**src/rtl/seq_multiplier.sv**
```systemverilog
// Iterative shift-add multiplier: WIDTH x WIDTH -> 2*WIDTH, one partial product per clock,
// signed or unsigned per operation, with valid/ready handshakes on input and output.
module seq_multiplier #(
    parameter int WIDTH = 8
) (
    input  logic               clk,
    input  logic               reset,
    input  logic               in_valid,
    output logic               in_ready,
    input  logic [WIDTH-1:0]   a,
    input  logic [WIDTH-1:0]   b,
    input  logic               sign,
    output logic               out_valid,
    input  logic               out_ready,
    output logic [2*WIDTH-1:0] prod
);
    localparam int PW = 2 * WIDTH;
    localparam int CW = $clog2(WIDTH + 1);
    localparam logic [CW-1:0] LAST = CW'(WIDTH - 1);

    typedef enum logic [1:0] {IDLE, BUSY, DONE} state_t;

    state_t           state;
    logic [WIDTH-1:0] ma;
    logic [WIDTH-1:0] mb;
    logic [PW-1:0]    acc;
    logic [PW-1:0]    acc_next;
    logic [CW-1:0]    count;
    logic             neg;

    // The most negative operand negates to itself, which read as unsigned is the correct magnitude.
    function automatic logic [WIDTH-1:0] magnitude(input logic signed [WIDTH-1:0] x,
                                                   input logic is_signed);
        if (is_signed && x[WIDTH-1]) return WIDTH'(-x);
        return x;
    endfunction

    function automatic logic [PW-1:0] apply_sign(input logic [PW-1:0] mag, input logic negate);
        return negate ? PW'(-mag) : mag;
    endfunction

    assign acc_next = mb[0] ? acc + (PW'(ma) << count) : acc;

    always_ff @(posedge clk or posedge reset) begin
        if (reset) begin
            state     <= IDLE;
            in_ready  <= 1'b1;
            out_valid <= 1'b0;
            prod      <= '0;
            acc       <= '0;
            ma        <= '0;
            mb        <= '0;
            count     <= '0;
            neg       <= 1'b0;
        end else begin
            case (state)
                IDLE: begin
                    if (in_valid) begin
                        ma       <= magnitude(a, sign);
                        mb       <= magnitude(b, sign);
                        neg      <= sign && (a[WIDTH-1] ^ b[WIDTH-1]);
                        acc      <= '0;
                        count    <= '0;
                        in_ready <= 1'b0;
                        state    <= BUSY;
                    end
                end
                // No early exit on zero operands: latency stays data-independent.
                BUSY: begin
                    acc   <= acc_next;
                    mb    <= mb >> 1;
                    count <= count + 1'b1;
                    if (count == LAST) begin
                        prod      <= apply_sign(acc_next, neg);
                        out_valid <= 1'b1;
                        state     <= DONE;
                    end
                end
                DONE: begin
                    if (out_ready) begin
                        out_valid <= 1'b0;
                        in_ready  <= 1'b1;
                        state     <= IDLE;
                    end
                end
                default: state <= IDLE;
            endcase
        end
    end
endmodule

```
**config.mk**
```make
export PLATFORM = sky130hd
export DESIGN_NAME = seq_multiplier
export DESIGN_NICKNAME = d
export VERILOG_FILES = /design/src/rtl/seq_multiplier.sv
export SDC_FILE = /design/constraint.sdc
export NUM_CORES = 1
export LEC_CHECK = 0
export ABC_CLOCK_PERIOD_IN_PS = 5680
export BUFFER_PORTS_ARGS = -buffer_cell sky130_fd_sc_hd__buf_2
export CAP_MARGIN = 5
export CORE_MARGIN = 4
export CORE_UTILIZATION = 60
export DETAILED_ROUTE_END_ITERATION = 10
export GPL_TIMING_DRIVEN = 0
export PLACE_DENSITY_LB_ADDON = 0.1
export SYNTH_ARGS = -nofsm -noshare
export SYNTH_HDL_FRONTEND = slang
export SYNTH_SLANG_ARGS = --single-unit
```
**constraint.sdc**
```tcl
create_clock -name clk -period 5.68 [get_ports clk]
set_clock_uncertainty 0.05 [all_clocks]
set_input_delay 0 -clock clk [delete_from_list [all_inputs] [get_ports clk]]
set_output_delay 0 -clock clk [all_outputs]
set_load 0.01 [all_outputs]
```
; Word level (Yosys, flattened, before mapping)
; Cells that the tools add are included.
; W data, S select, Z words.
[op_classes]
eq_ne = 6
reduce_logical = 13
muxes = 28
shift = 1
n_bitwise = 1
add_sub_neg = 5
[op_table]
columns = operator, n
row1 = $mux W16, 3
row2 = $mux W8, 5
row3 = $pmux W16 S2, 1
row4 = $add A16 B16 Y16, 1
row5 = $neg A16 Y16, 1
row6 = $neg A8 Y8, 2
row7 = $pmux W8 S2, 1
row8 = $shl A8 B4 Y16, 1
row9 = $mux W1, 10
row10 = $reduce_and A3 Y1, 3
row11 = $pmux W4 S2, 1
row12 = $mux W2, 3
row13 = $ne A2 B2 Y1 const B, 3
row14 = $pmux W2 S3, 1
row15 = $reduce_and A2 Y1, 3
row16 = $reduce_bool A2 Y1, 3
row17 = $add A4 B1 Y4 const B, 1
row18 = $eq A4 B3 Y1 const B, 1
row19 = $mux W4, 1
row20 = $pmux W1 S2, 2
row21 = $logic_and A1 B1 Y1, 3
row22 = $eq A2 B1 Y1 const B, 1
row23 = $eq A2 B2 Y1 const B, 1
row24 = $logic_not A2 Y1, 1
row25 = $xor A1 B1 Y1, 1
[totals]
inputBits = 21
out_inout_bits = 18
regBits = 57

; Depth between registers and ports, before layout
[logic_depth]
depth_word = 7
depth_mapped = 17
ltp_nobuf = 15

; Worst setup path before layout
; OpenSTA, ideal clock, no wires.
[synth_path]
path_type = register to register
from = register count[0]
to = register prod[15]
setup_ns = 0.087
stages_incl_launch_ff = 17
required_time_ns = 5.543
path_slack_ns = 1.965
n_path_buf = 2
t_arrival_ns = 3.578
period_less_slack_ns = 3.715
path_cell_list = dfrtp_1 buf_2 buf_1 mux2i_1 mux2i_1 nand2_1 o21ai_0 nor2b_1 ha_1 o211ai_2 o211a_4 o21a_4 o41ai_4 nand4_2 or2_0 o31a_1 o211ai_1
[synth_via]
elab_chain_cells = 5
elab_cells_between_ends = 7
classes_between = add/sub (2) / eq/ne (1) / shift (1) / mux (2) / reduce/logical (1)
[synth_rtl]
columns = item, line_no
row1 = "start, declared", 28  ; logic [CW-1:0] count;
row2 = "start signal, assigned", 72  ; count <= count + 1'b1;
row3 = $shl A8 B4 Y16, 42  ; assign acc_next = mb[0] ? acc + (PW'(ma) << count) : acc;
row4 = $add A16 B16 Y16, 42
row5 = $mux W16, 42
row6 = $neg A16 Y16, 39  ; return negate ? PW'(-mag) : mag;
row7 = $mux W16, 39
row8 = "end signal, assigned", 74  ; prod <= apply_sign(acc_next, neg);
row9 = "end, declared", 15  ; output logic [2*WIDTH-1:0] prod
; Several ways; a longest one is shown, not always the timed one.
; A chain may end at the register's enable or synchronous reset.

; Worst setup path in the final report
[layout_path]
from = register count[1]
to = register prod[15]
; The elaborated chain is that of the path after synthesis.

==> impl_summary.log <==
INFO  metric rr_worst_depth = 14
INFO  metric cp-end-kind = flip-flop
INFO  metric netlist-cell-type-count = 71
INFO  metric post_synth_most_frequent_cells = 75 x sky130_fd_sc_hd__nand2_1, 56 x sky130_fd_sc_hd__dfrtp_1, 56 x sky130_fd_sc_hd__o21ai_0
INFO  metric cp_delay_by_family_top = compound AO/OA/AOI/OAI gates
INFO  metric timing.setup.critical_path_class = reg2reg
INFO  metric cellLeakagePower = about 2.3 nW
INFO  metric drcViolationCount = 0
INFO  metric timing.critical_path.arrival = 4670 ps
INFO  metric drt-wirelength-per-cell = 17.4 um
INFO  metric grt_antenna_before_repair = 0
INFO  metric cts-buffers-inserted = 9
INFO  metric die_w = a little over 90 um
INFO  metric drt_pass1_iterations = 5
INFO  metric first_pass_grt_wire_length = ~20000 um
INFO  metric input_output_buffers = 38
INFO  metric nNetsFinal = around 620
INFO  metric core_area = 6910 sq um
INFO  metric fmaxAchievable = between 200 and 250 MHz
INFO  metric synth-main-ff-cell = sky130_fd_sc_hd__dfrtp_1
INFO  metric cts_clk_pin_slew_worst_paths = 70 ps
INFO  metric synth_top_area_share = about a third
INFO  metric layout-drive-gt1-share = between 10% and 20%
INFO  metric cp-start-kind = flip-flop
INFO  metric max-slew-margin-rel = 44.1%
INFO  metric grt_overflow_total = 0
INFO  metric die_area = 8620 sq um
INFO  metric status = finished, final reports clean
INFO  metric detailed_place_hpwl = 8260 um
INFO  metric worst_path_max_delay_cell = sky130_fd_sc_hd__o21ai_0
INFO  metric hold_viol = 0
INFO  metric yosysSeqAreaShare = 33.1%
INFO  metric layout_min_cycle_time = approximately 4500 ps
INFO  metric timing.hold.worst.class = in2async
INFO  metric postSynthAreaPerCell = 8.45 sq um
INFO  metric yosysWarnings = 0
INFO  metric grt_pass1_vias = 4062
INFO  metric initial_core_util = 62.5%
INFO  metric drt.antenna.violating_nets = 0
INFO  metric crit_chain = clkbuf_1, clkinv_1, o21ai_0, o21ai_0, nor2b_1, ha_1, o21a_1, o21a_1, a21o_1, a211oi_2, o2111ai_1, or2_1, o311ai_1, o211ai_1
INFO  metric finalSetupTns = 0 ps
INFO  metric synth-edff-count = 0
INFO  metric synth_most_common_cell = sky130_fd_sc_hd__nand2_1
INFO  metric drv_cap = 0
INFO  metric fill_cells = 545
INFO  metric final_min_period_over_clock_period = 79.1%
INFO  metric post_synthesis_instance_area = 4320 sq um
INFO  metric timing.critical_path.slowest_cell_delay = ~500 ps
INFO  metric grt_start_max_net_pins = 38
INFO  metric globalplace.congestion = around 0.95
INFO  metric synth_nets = 552
INFO  metric rsz0062_at_grt = no
INFO  metric critPathMaxFanout = 10
INFO  metric clock_tree.htree_level_count = 3
INFO  metric path_depth = 14
INFO  metric initialDrtViolationCount = ~350
INFO  metric report.final.setup_viol = 0
INFO  metric rows = 30
INFO  metric route.vias.total = 4213
INFO  metric synth.area.top_cells = sky130_fd_sc_hd__dfrtp_1 32%, sky130_fd_sc_hd__nand2_1 6.5%, sky130_fd_sc_hd__o21ai_0 6.5%, sky130_fd_sc_hd__ha_1 5.5%, sky130_fd_sc_hd__xnor2_1 3.9%
INFO  metric clock_tree.root_cell = sky130_fd_sc_hd__clkbuf_8
INFO  metric clock_tree.buffer_depth = 2
INFO  metric area_leader_netlist = sky130_fd_sc_hd__dfrtp_1
INFO  metric cts_tree = done
INFO  metric postSynthCellCount = 511
INFO  metric asyncSetResetFlopFracSynth = 100%
INFO  metric path_buf_inv = 2
INFO  metric vdd_ir_drop_max = 0.306 mV
INFO  metric grt_use_total = 29.1%
INFO  metric die-height = between 90 and 100 um
INFO  metric tightest_pin_transition = around 830 ps
INFO  metric power_density = 709 nW/um^2
INFO  metric clkLatencyLatePin = 350 ps
INFO  metric antennaDiodeCount = 0
INFO  metric maxSlewViolCount = 0
INFO  metric synthToLayoutAreaGrowth = 17.7%
INFO  metric wl = about 12000 um
INFO  metric yosys_register_bits = 57
INFO  metric num_io_pins = 39
INFO  metric worst-endpoint-required = 5850 ps
INFO  metric route.detailed.vias_per_inst = around 6.2
INFO  metric p_total = 3.60 mW
INFO  metric clkSinkCount = 57
INFO  metric hold-worst-slack = 159 ps
==> layout make-up <==
type	instances	area (sq um)	share of cell area (%)
repair buffers	61	430	8.47
plain buffers	27	105	2.07
multi-input cells	413	2730	53.8
clock inverters	5	62.6	1.23
well taps	96	120	2.36
flip-flops and latches	57	1430	28.1
clock buffers	11	151	2.98
inverters	14	52.6	1.03
==> final timing paths <==
kind	from	slack (ps)	endpoint
max	count[1]$_DFFE_PP0P_	1190	prod[15]$_DFFE_PP0P_
min	reset	160	mb[1]$_DFFE_PP0P_
max reg2reg	count[1]$_DFFE_PP0P_	1190	prod[15]$_DFFE_PP0P_
min reg2reg	prod[14]$_DFFE_PP0P_	430	prod[14]$_DFFE_PP0P_
max in group asynchronous	reset	4850	acc[6]$_DFFE_PP0P_
min in group clk	prod[14]$_DFFE_PP0P_	430	prod[14]$_DFFE_PP0P_
==> metrics by stage <==
| stage | util, % | setup WS, ps | area (sq um) | instances |
|---|---|---|---|---|
| 3_5_place_dp | 67.3 | 1250 | 4650 | 646 |
| 2_1_floorplan | - | 1970 | 4320 | 511 |
| 3_3_place_gp | 67.0 | 1340 | 4630 | 645 |
| 4_1_cts | 73.6 | 1210 | 5080 | 684 |
| 6_report | 73.6 | 1190 | 5080 | 684 |
| 5_1_grt | 73.6 | 798 | 5080 | 684 |
==> report_power, final <==
group	switching [mW]	total, mW	internal, mW
Clock	0.181	0.409	0.229
Combinational	1.51	2.47	0.964
Sequential	0.138	0.723	0.585
Total	1.83	3.60	1.78
==> tightest hold or removal path, stage by stage <==
cell and delay (ps):
sky130_fd_sc_hd__dlygate4sd3_1 530, sky130_fd_sc_hd__buf_2 120, sky130_fd_sc_hd__inv_2 350
==> layer usage <==
layer  routed length (um)  global-route usage (%)  up-vias  share of wire (%)
li1                     -                       -     2010                  -
met5                    0                       0        -                  0
met4                  274                    10.0        0                2.3
met1                 5070                    37.2     2039                 43
met3                  545                    5.36       22                4.6
met2                 5980                    49.4      142                 50
==> placed cells by master, fill, tap and decap left out, types with 7 or more instances in the layout <==
cell type	Yosys	final
sky130_fd_sc_hd__xor2_1	8	8
sky130_fd_sc_hd__clkbuf_1	22	22
sky130_fd_sc_hd__o21ai_1	7	7
sky130_fd_sc_hd__inv_1	11	10
sky130_fd_sc_hd__nor3_1	14	14
sky130_fd_sc_hd__o21ai_0	56	56
sky130_fd_sc_hd__dlygate4sd3_1	0	22
sky130_fd_sc_hd__dfrtp_1	56	56
sky130_fd_sc_hd__xnor2_1	19	19
sky130_fd_sc_hd__ha_1	19	19
sky130_fd_sc_hd__nand3_1	32	32
sky130_fd_sc_hd__buf_2	3	41
sky130_fd_sc_hd__nor2_1	34	34
sky130_fd_sc_hd__a22oi_1	9	9
sky130_fd_sc_hd__mux2i_1	15	15
sky130_fd_sc_hd__a21oi_1	20	20
sky130_fd_sc_hd__nand2_1	75	75
sky130_fd_sc_hd__clkbuf_8	0	11
==> timing repair <==
action                     in CTS  in global routing
hold endpoints to repair       40                  0
setup endpoints to repair       0                  0
buffers inserted                0                  0
resized for setup               0                  0
hold buffers                   22                  0
==> state kept, by name (all words and copies together) (netlist names) <==
register,count
in_ready,1
out_valid,1
state,2
prod,16
neg,1
mb,8
acc,16
count,4
ma,8
==> cell families (layout without fill, tap and decap cells) <==
family / after synthesis / after routing / share of synthesized area (%)
XOR/XNOR: 27 / 27 / 5.48
flip-flops: 57 / 57 / 33.1
AND/OR/NAND/NOR: 191 / 191 / 20.9
AO/OA/AOI/OAI: 151 / 151 / 24.3
adder cells (fa/ha/maj): 20 / 20 / 5.97
buffers and inverters: 41 / 118 / 3.65
multiplexers: 24 / 24 / 6.67
(Power assumes the default switching activity.)
